### config.mk
export PLATFORM = sky130hd
export DESIGN_NAME = freq_sweep_ctrl
export DESIGN_NICKNAME = d
export VERILOG_FILES = /design/src/rtl/freq_sweep_ctrl.sv
export SDC_FILE = /design/constraint.sdc
export NUM_CORES = 1
export LEC_CHECK = 0
export BUFFER_PORTS_ARGS = -buffer_cell sky130_fd_sc_hd__clkbuf_2
export CAP_MARGIN = 10
export CORE_MARGIN = 4
export CORE_UTILIZATION = 40
export DETAILED_ROUTE_END_ITERATION = 8
export HOLD_SLACK_MARGIN = 0.15
export PLACE_DENSITY = 0.78
export SLEW_MARGIN = 5
export SYNTH_ARGS = -nofsm -noshare
export SYNTH_HDL_FRONTEND = slang
export SYNTH_SLANG_ARGS = --single-unit
export TNS_END_PERCENT = 20
### constraint.sdc
create_clock -name clk -period 2.33 [get_ports clk]
set_clock_uncertainty 0.1 [all_clocks]
set_input_delay 0.233 -clock clk [delete_from_list [all_inputs] [get_ports clk]]
set_output_delay 0.233 -clock clk [all_outputs]
set_load 0.02 [all_outputs]
### src/rtl/freq_sweep_ctrl.sv
// Steps a PLL through NUM_STEPS frequency settings by sequencing pll_reconfig.
// The auto-sweep mode is compiled in only when FREQ_SWEEP_AUTO_EN is defined.
module freq_sweep_ctrl #(
    parameter int unsigned NUM_STEPS    = 11,
    parameter int unsigned DEFAULT_POS  = 7,
    parameter int unsigned DONE_TIMEOUT = 1000
) (
    input  logic        clk,
    input  logic        rst_n,
    input  logic        btn_up,
    input  logic        btn_down,
    input  logic        btn_auto,
    input  logic        start_auto,
    input  logic [31:0] passcount,
    input  logic [31:0] failcount,
    input  logic        pll_busy,
    output logic [3:0]  pos,
    output logic        auto_o,
    output logic        recfg,
    output logic        write_from_rom,
    output logic        reconfig,
    output logic        reconfig_reset
);

    localparam int unsigned     CntW    = $clog2(DONE_TIMEOUT + 1);
    localparam logic [3:0]      LastPos = 4'(NUM_STEPS - 1);
    localparam logic [3:0]      RstPos  = 4'(DEFAULT_POS);
    localparam logic [CntW-1:0] CntLoad = CntW'(DONE_TIMEOUT);
    localparam logic [CntW-1:0] CntOne  = CntW'(1);

    typedef enum logic [2:0] {
        StIdle,
        StLoad,
        StSettle,
        StWaitBusy,
        StWaitDone
    } state_e;

    state_e          state_q, state_d;
    logic [3:0]      pos_q, pos_d;
    logic [CntW-1:0] cnt_q, cnt_d;
    logic            first_q, first_d;
    logic            armed_q;
    logic            up_q, down_q;
    logic            write_q, write_d;
    logic            reconfig_q, reconfig_d;
    logic            rreset_q, rreset_d;
    logic            up_edge, down_edge;
    logic            req;
    logic [3:0]      req_pos;

    // armed_q masks the first cycle after reset so a button held through
    // reset release is not mistaken for a fresh press.
    assign up_edge   = armed_q & btn_up & ~up_q;
    assign down_edge = armed_q & btn_down & ~down_q;

`ifdef FREQ_SWEEP_AUTO_EN
    logic auto_q, auto_d;
    logic bauto_q;
    logic auto_edge;
    logic req_auto;

    assign auto_edge = armed_q & btn_auto & ~bauto_q;
    assign auto_o    = auto_q;
`else
    logic unused_auto_inputs;

    assign unused_auto_inputs = ^{btn_auto, start_auto, passcount, failcount};
    assign auto_o             = 1'b0;
`endif

    // Request decode in priority order; only consumed while idle.
    always_comb begin
        req     = 1'b0;
        req_pos = pos_q;
`ifdef FREQ_SWEEP_AUTO_EN
        req_auto = auto_q;
        if (start_auto) begin
            req      = 1'b1;
            req_pos  = 4'd0;
            req_auto = 1'b1;
        end else if (auto_edge) begin
            req = 1'b1;
            if (!auto_q) begin
                req_pos  = 4'd0;
                req_auto = 1'b1;
            end else begin
                req_auto = 1'b0;
            end
        end else
`endif
        if (up_edge && (pos_q != 4'd0)) begin
            req     = 1'b1;
            req_pos = pos_q - 4'd1;
`ifdef FREQ_SWEEP_AUTO_EN
            req_auto = 1'b0;
`endif
        end else if (down_edge && (pos_q < LastPos)) begin
            req     = 1'b1;
            req_pos = pos_q + 4'd1;
`ifdef FREQ_SWEEP_AUTO_EN
            req_auto = 1'b0;
`endif
        end
`ifdef FREQ_SWEEP_AUTO_EN
        else if (auto_q && (passcount != 32'd0) && (failcount != 32'd0) &&
                 (pos_q < LastPos)) begin
            req     = 1'b1;
            req_pos = pos_q + 4'd1;
        end
`endif
    end

    always_comb begin
        state_d    = state_q;
        pos_d      = pos_q;
        cnt_d      = cnt_q;
        first_d    = 1'b0;
        write_d    = 1'b0;
        reconfig_d = 1'b0;
        rreset_d   = 1'b0;
`ifdef FREQ_SWEEP_AUTO_EN
        auto_d = auto_q;
`endif
        unique case (state_q)
            StIdle: begin
                if (req) begin
                    state_d = StLoad;
                    pos_d   = req_pos;
                    write_d = 1'b1;
`ifdef FREQ_SWEEP_AUTO_EN
                    auto_d = req_auto;
`endif
                end
            end
            StLoad:   state_d = StSettle;
            StSettle: state_d = StWaitBusy;
            StWaitBusy: begin
                if (!pll_busy) begin
                    state_d    = StWaitDone;
                    reconfig_d = 1'b1;
                    cnt_d      = CntLoad;
                    first_d    = 1'b1;
                end
            end
            StWaitDone: begin
                if (cnt_q != '0) begin
                    cnt_d = cnt_q - CntOne;
                end
                // pll_reconfig may not have raised busy yet in the first cycle.
                if (!first_q) begin
                    if (!pll_busy) begin
                        state_d = StIdle;
                    end else if (cnt_q <= CntOne) begin
                        state_d  = StIdle;
                        rreset_d = 1'b1;
                    end
                end
            end
            default: state_d = StIdle;
        endcase
    end

    always_ff @(posedge clk) begin
        if (!rst_n) begin
            state_q    <= StIdle;
            pos_q      <= RstPos;
            cnt_q      <= '0;
            first_q    <= 1'b0;
            armed_q    <= 1'b0;
            up_q       <= 1'b0;
            down_q     <= 1'b0;
            write_q    <= 1'b0;
            reconfig_q <= 1'b0;
            rreset_q   <= 1'b0;
`ifdef FREQ_SWEEP_AUTO_EN
            auto_q  <= 1'b0;
            bauto_q <= 1'b0;
`endif
        end else begin
            state_q    <= state_d;
            pos_q      <= pos_d;
            cnt_q      <= cnt_d;
            first_q    <= first_d;
            armed_q    <= 1'b1;
            up_q       <= btn_up;
            down_q     <= btn_down;
            write_q    <= write_d;
            reconfig_q <= reconfig_d;
            rreset_q   <= rreset_d;
`ifdef FREQ_SWEEP_AUTO_EN
            auto_q  <= auto_d;
            bauto_q <= btn_auto;
`endif
        end
    end

    assign pos            = pos_q;
    assign recfg          = (state_q != StIdle);
    assign write_from_rom = write_q;
    assign reconfig       = reconfig_q;
    assign reconfig_reset = rreset_q;

endmodule

==> out/metrics.yaml, run 1 <==
status:
  outcome: "completed"
sta:
  worst_slack_ns: 0.1817
  layout_min_cycle_time_ns: 2.148
  setup_viol: 0
  finalHoldViolCount: 0
  fin_crit_sh: 0.9220
  max_freq_ghz: 0.4655
  timing.slew.headroom: 0.5912
  worstMarginPinSlew_ns: 0.6076
  setup_tns_ns: 0
  rsz0062_at_grt: "false"
  maxSlewViolCount: 0
pwr:
  p_leak_uw: 0.0005104
  irDropWorstVdd_uv: 422.3
  p_per_area_nw_per_um2: 615.1
clock_tree:
  clk_latency_ns: 0.32
  path_clk_slew_ns: 0.13
  ctsHtreeMaxLevel: 1
  cts_buffer_depth: 2
  cts_tree: "built"
  cts.sinks: 23
  cts_made_buffers: 3
  root_buffer: "clkbuf_4"
floorplanning:
  core_area_sq_um: 2545
  start_util: 0.4336
  io_pins: 80
  die_w_microns: 60.53
  die_y_microns: 60.53
  die_area_sq_um: 3663
  fp-row-count: 18
hold_path:
  worstHoldStart: "reconfig"
  hold_path_depth: 1
  hold_end: "reconfig_reset"
  min_path_type: "reg -> reg"
worst_setup_path:
  required_ns: 2.49
  end_kind: "flop"
  r2r_cells: 8
  cp_max_fo: 2
  timing.rr.end: "pos[3]"
  r2r_slack_ns: 0.20
  critical_path_class: "in -> reg"
  reg2reg_from: "pos[1]"
  cp.arrival_ns: 2.30
  cp-start-kind: "input port"
global_routing:
  grt_first_pass_wirelength_mm: 3.726
  grt.overflow.total: 0
  grt_pass1_vias: 932
  antenna_found_initial: 0
  grtUsageTotal: 0.1351
  grt_max_degree: 15
routing:
  vias_per_cell: 5.422
  drt_wl_total_mm: 2.097
  met3WireLength_microns: 118
  drcViolationCount: 0
  vias: 900
  highest-signal-layer: "met4"
  wl_met2_microns: 989
  ant_nets: 0
  drt_iter0_drc: 35
  drtPass1Iterations: 4
  wl_met1_microns: 964
  wl_per_cell_microns: 12.63
placed_design:
  portBuffers: 12
  dpl_cell_area_sq_um: 1194
  gp_congestion: 0.7128
  dp_slack_ns: 0.1694
  hpwl_mm: 1.587
layout:
  finalInstanceArea_sq_um: 1267
  nets: 214
  fin_util: 0.4980
  diodes: 0
  drive_above_1_share: 0.1618
  area_delta_synth_final_pct: 14.85
synth:
  synth_cells: 118
  syn_nets: 195
  synth_edf_count: 0
  ys_seq_area_frac: 0.4172
  synth.distinct_cells: 38
  ys_ff_latch: 23
  synth_ff_type: "dfxtp_1"
  ys_warn_count: 0
  async_reset_ff_frac: 0
  postSynthAreaPerCell_sq_um: 9.352
  syn_area_sq_um: 1104
flow_run:
  drv_cap: 0
-- final cells by class --
class | count | area, sq um
inverter | 6 | 22.52
timing repair buffer | 17 | 107.6
multi-input combinational | 86 | 611.8
clock buffer | 3 | 22.52
tap | 30 | 37.54
sequential | 23 | 460.4
clock inverter | 1 | 5.005
fill | 245 | 1277
-- registers in the layout (all words and copies together), names as in the netlist --
register        count
armed_q             1
cnt_q              10
down_q              1
pos                 4
reconfig            1
reconfig_reset      1
state_q             3
up_q                1
write_from_rom      1
-- per-layer routing --
metal | vias up | track usage
met3 | 4 | 0.03830
met2 | 20 | 0.2485
li1 | 455 | -
met4 | 0 | 0.03715
met5 | - | 0
met1 | 421 | 0.1523
-- worst max path at each step --
stage | endpoint | start | slack (ns)
4_1_cts | pos[3] | pos[3] | 0.14
3_3_place_gp | pos[3] | pos[3] | 0.23
2_1_floorplan | pos[3] | pos[1] | 0.06
3_5_place_dp | pos[3] | pos[3] | 0.17
5_1_grt | pos[3] | pos[3] | 0.02
6_report | pos[3] | btn_up | 0.18
-- metrics by stage --
stage / instances / hold slack (ns) / total power, uW
3_3_place_gp: 158 / 0.3559 / 587.3
5_1_grt: 166 / 0.4336 / 825.6
6_report: 166 / 0.4100 / 779.6
4_1_cts: 166 / 0.4045 / 786.3
3_5_place_dp: 158 / 0.3580 / 595.3
2_1_floorplan: 118 / 0.1607 / 554.6
-- cells in the final DEF, fill, tap and decap left out, drive strengths merged --
cell         synthesis  routed
or3                  4       4
o21ai                3       3
nand2                7       7
nand3b               2       2
a2111oi              1       1
dlygate4sd3          0       4
nor3b                1       1
and2                 2       2
a21oi                8       8
o32a                 1       1
nor2                 8       8
o21bai               1       1
o21a                 6       6
nor3                 5       5
clkbuf               2      15
conb                 1       1
a21boi               1       1
nand4b               1       1
xnor2                5       5
nand3                1       1
buf                  1       1
or4                  1       1
nor4                 4       4
xor2                 5       5
and3                 1       1
nor4b                2       2
a21o                 1       1
fa                   1       1
dfxtp               23      23
ha                   5       5
a211oi               1       1
nand2b               1       1
clkinv               0       1
o211ai               3       3
or2                  1       1
nand4                1       1
inv                  6       6
nor2b                1       1
-- where the power goes --
| group | switching [uW] | internal [uW] | total (uW) |
|---|---|---|---|
| Combinational | 85.6 | 64.6 | 150 |
| Sequential | 27.0 | 415 | 442 |
| Clock | 123 | 64.3 | 188 |
| Total | 236 | 544 | 780 |
-- synthesized netlist by cell type, drive strengths merged, types with 2 or more instances --
| cell type | n | area share |
|---|---|---|
| dfxtp | 23 | 0.42 |
| a21oi | 8 | 0.036 |
| nor2 | 8 | 0.027 |
| nand2 | 7 | 0.026 |
| inv | 6 | 0.020 |
| o21a | 6 | 0.041 |
| ha | 5 | 0.057 |
| nor3 | 5 | 0.023 |
| xnor2 | 5 | 0.040 |
| xor2 | 5 | 0.040 |
| nor4 | 4 | 0.028 |
| or3 | 4 | 0.023 |
| o211ai | 3 | 0.020 |
| o21ai | 3 | 0.014 |
| and2 | 2 | 0.011 |
| clkbuf | 2 | 0.0068 |
| nand3b | 2 | 0.014 |
| nor4b | 2 | 0.016 |
-- cells by family after synthesis --
group,share of synthesized area
adder cells (fa/ha/maj),0.07483
other,0.003398
AND/OR/NAND/NOR,0.2347
XOR/XNOR,0.07936
AO/OA/AOI/OAI,0.1565
flip-flops,0.4172
buffers and inverters,0.03402
-- worst max-delay path: stages --
cell           delay [ns]
dlygate4sd3_1        0.52
clkbuf_2             0.11
nand2_1              0.06
nor3_1               0.23
ha_1                 0.28
a21o_1               0.17
a21oi_1              0.16
xor2_1               0.09
or3_1                0.31
a21oi_1              0.14
-- what timing repair did --
item / 4_1_cts / 5_1_grt
buffers inserted: 0 / 0
gates resized for setup: 0 / 1
endpoints found under the hold margin: 6 / 0
hold buffers: 4 / 0
setup endpoints to repair: 0 / 1
No activity file was read; power rests on OpenSTA's default activity.
==> run 2, diff against run 1 <==
--- a/config.mk
+++ b/config.mk
@@ -12,6 +12,7 @@
 export DETAILED_ROUTE_END_ITERATION = 8
 export HOLD_SLACK_MARGIN = 0.15
 export PLACE_DENSITY = 0.78
+export REMOVE_ABC_BUFFERS = 1
 export SLEW_MARGIN = 5
 export SYNTH_ARGS = -nofsm -noshare
 export SYNTH_HDL_FRONTEND = slang
==> run 2 against run 1 <==
Compared with the run above: first-iteration DRC count fell by 17%; combinational power barely moved; critical path depth stayed put; critical path type unchanged.
==> out/metrics.yaml, run 2 (synthesis results as in run 1) <==
status:
  outcome: "completed"
sta:
  fin_crit_sh: 0.9096
  timing.slew.headroom: 0.5902
  maxSlewViolCount: 0
  finalHoldViolCount: 0
  setup_tns_ns: 0
  worst_slack_ns: 0.2106
  setup_viol: 0
  worstMarginPinSlew_ns: 0.6091
  max_freq_ghz: 0.4718
  rsz0062_at_grt: "false"
  layout_min_cycle_time_ns: 2.119
placed_design:
  portBuffers: 12
  hpwl_mm: 1.490
  gp_congestion: 0.8059
  dp_slack_ns: 0.1692
floorplanning:
  io_pins: 80
  core_area_sq_um: 2545
  die_w_microns: 60.53
  die_y_microns: 60.53
  start_util: 0.4336
  fp-row-count: 18
  die_area_sq_um: 3663
clock_tree:
  cts_made_buffers: 3
  path_clk_slew_ns: 0.13
  cts_tree: "built"
  post_cts_buffers: 0
  ctsHtreeMaxLevel: 1
  clk_latency_ns: 0.31
  cts_buffer_depth: 2
  cts.sinks: 23
  root_buffer: "clkbuf_4"
worst_setup_path:
  cp-start-kind: "input port"
  required_ns: 2.49
  worst_path_largest_cell_delay_ns: 0.53
  timing.critical_path.mode_cell: "a21oi_1"
  crit_buf_inv: 2
  crit_slowest_cell: "dlygate4sd3_1"
  critical_path_class: "in -> reg"
  end_kind: "flop"
  cp_max_fo: 2
  cp.arrival_ns: 2.28
  critPathTopFamily: "buffers and inverters"
  cp_cell_sequence: "dlygate4sd3_1 -> clkbuf_2 -> nand2_1 -> nor3_1 -> ha_1 -> a21o_1 -> a21oi_1 -> xor2_1 -> or3_1 -> a21oi_1"
pwr:
  power_switching_share: 0.3061
  p_switching_uw: 240.4
  p_per_area_nw_per_um2: 614.7
  p_int_uw: 544.9
  p_clk_frac: 0.241
  irDropWorstVdd_uv: 497.7
  p_leak_uw: 0.0005111
  p_seq_frac: 0.566
  share_comb_of_total_power: 0.193
layout:
  top_register: "cnt_q"
  diodes: 0
  nets: 214
  fillCellCount: 231
  largest_reg_flops: 10
  final_common_cell: "dfxtp_1"
  mostFrequentLayoutCells: "dfxtp_1 (22), clkbuf_2 (12), nor2_1 (8), a21oi_1 (8)"
  drive_above_1_share: 0.1691
  area_delta_synth_final_pct: 15.76
routing:
  drcViolationCount: 0
  drtPass1Iterations: 4
  drt_wl_total_mm: 2.012
  drt_iter0_drc: 29
  ant_nets: 0
  wl_per_cell_microns: 12.12
  vias: 887
  vias_per_cell: 5.343
global_routing:
  grt_pass1_vias: 843
  grt_first_pass_wirelength_mm: 3.408
  antenna_found_initial: 0
  grt_max_degree: 15
  grtUsageTotal: 0.1268
  grt.overflow.total: 0
flow_run:
  drv_cap: 0
hold_path:
  min_path_type: "reg -> reg"
==> run 2: cell types whose count changed in the layout (fill, tap and decap cells not counted) <==
cell     change
dfxtp_1      -1
dfxtp_2      +1
nor4_2       -1
nor4_4       +1
==> run 2: repair_timing <==
item	CTS	global route
hold buffers	4	0
hold endpoints to repair	6	0
resized for setup	0	3
setup endpoints to repair	0	1
==> run 2: power groups by stage <==
stage | sequential [uW] | combinational (uW) | clock (uW)
2_1_floorplan | 458 | 92.1 | 0
3_3_place_gp | 446 | 142 | 0
3_5_place_dp | 448 | 146 | 0
4_1_cts | 439 | 152 | 195
5_1_grt | 449 | 172 | 212
6_report | 444 | 152 | 189
==> run 2: worst paths after layout <==
path | startpoint | to | slack (ns) | cells past startpoint
worst max-delay path | btn_up | pos[3] | 0.21 | 10
worst min register to register | reconfig | reconfig_reset | 0.36 | 1
worst min-delay path | reconfig | reconfig_reset | 0.36 | 1
worst max register to register | pos[3] | pos[3] | 0.22 | 8
==> run 2: final cells by class <==
| class | instances | area, sq um | area share |
|---|---|---|---|
| multi-input cells | 86 | 620.6 | 0.4858 |
| flip-flops and latches | 23 | 461.7 | 0.3614 |
| repair buffers | 17 | 107.6 | 0.08423 |
| well taps | 30 | 37.54 | 0.02938 |
| clock buffers | 3 | 22.52 | 0.01763 |
| inverters | 6 | 22.52 | 0.01763 |
| clock inverters | 1 | 5.005 | 0.003918 |
==> run 2: routing by layer <==
layer,GRT usage,up-vias,part of all wire
met4,0.05263,0,0.021
met2,0.2269,24,0.47
met5,0,-,0
li1,-,454,-
met1,0.1300,401,0.46
met3,0.05319,8,0.053
==> run 2: metrics by stage <==
stage               utilization  instance area, sq um  hold WS (ns)  cells  total power (uW)
detailed placement       0.4690                  1194        0.3478    158             594.2
CTS                      0.4956                  1261        0.3663    166             786.7
floorplan                     -                  1089        0.1607    115             550.2
global route             0.5020                  1277        0.3939    166             832.5
finish                   0.5020                  1277        0.3617    166             785.2
global placement         0.4690                  1194        0.3338    158             587.9
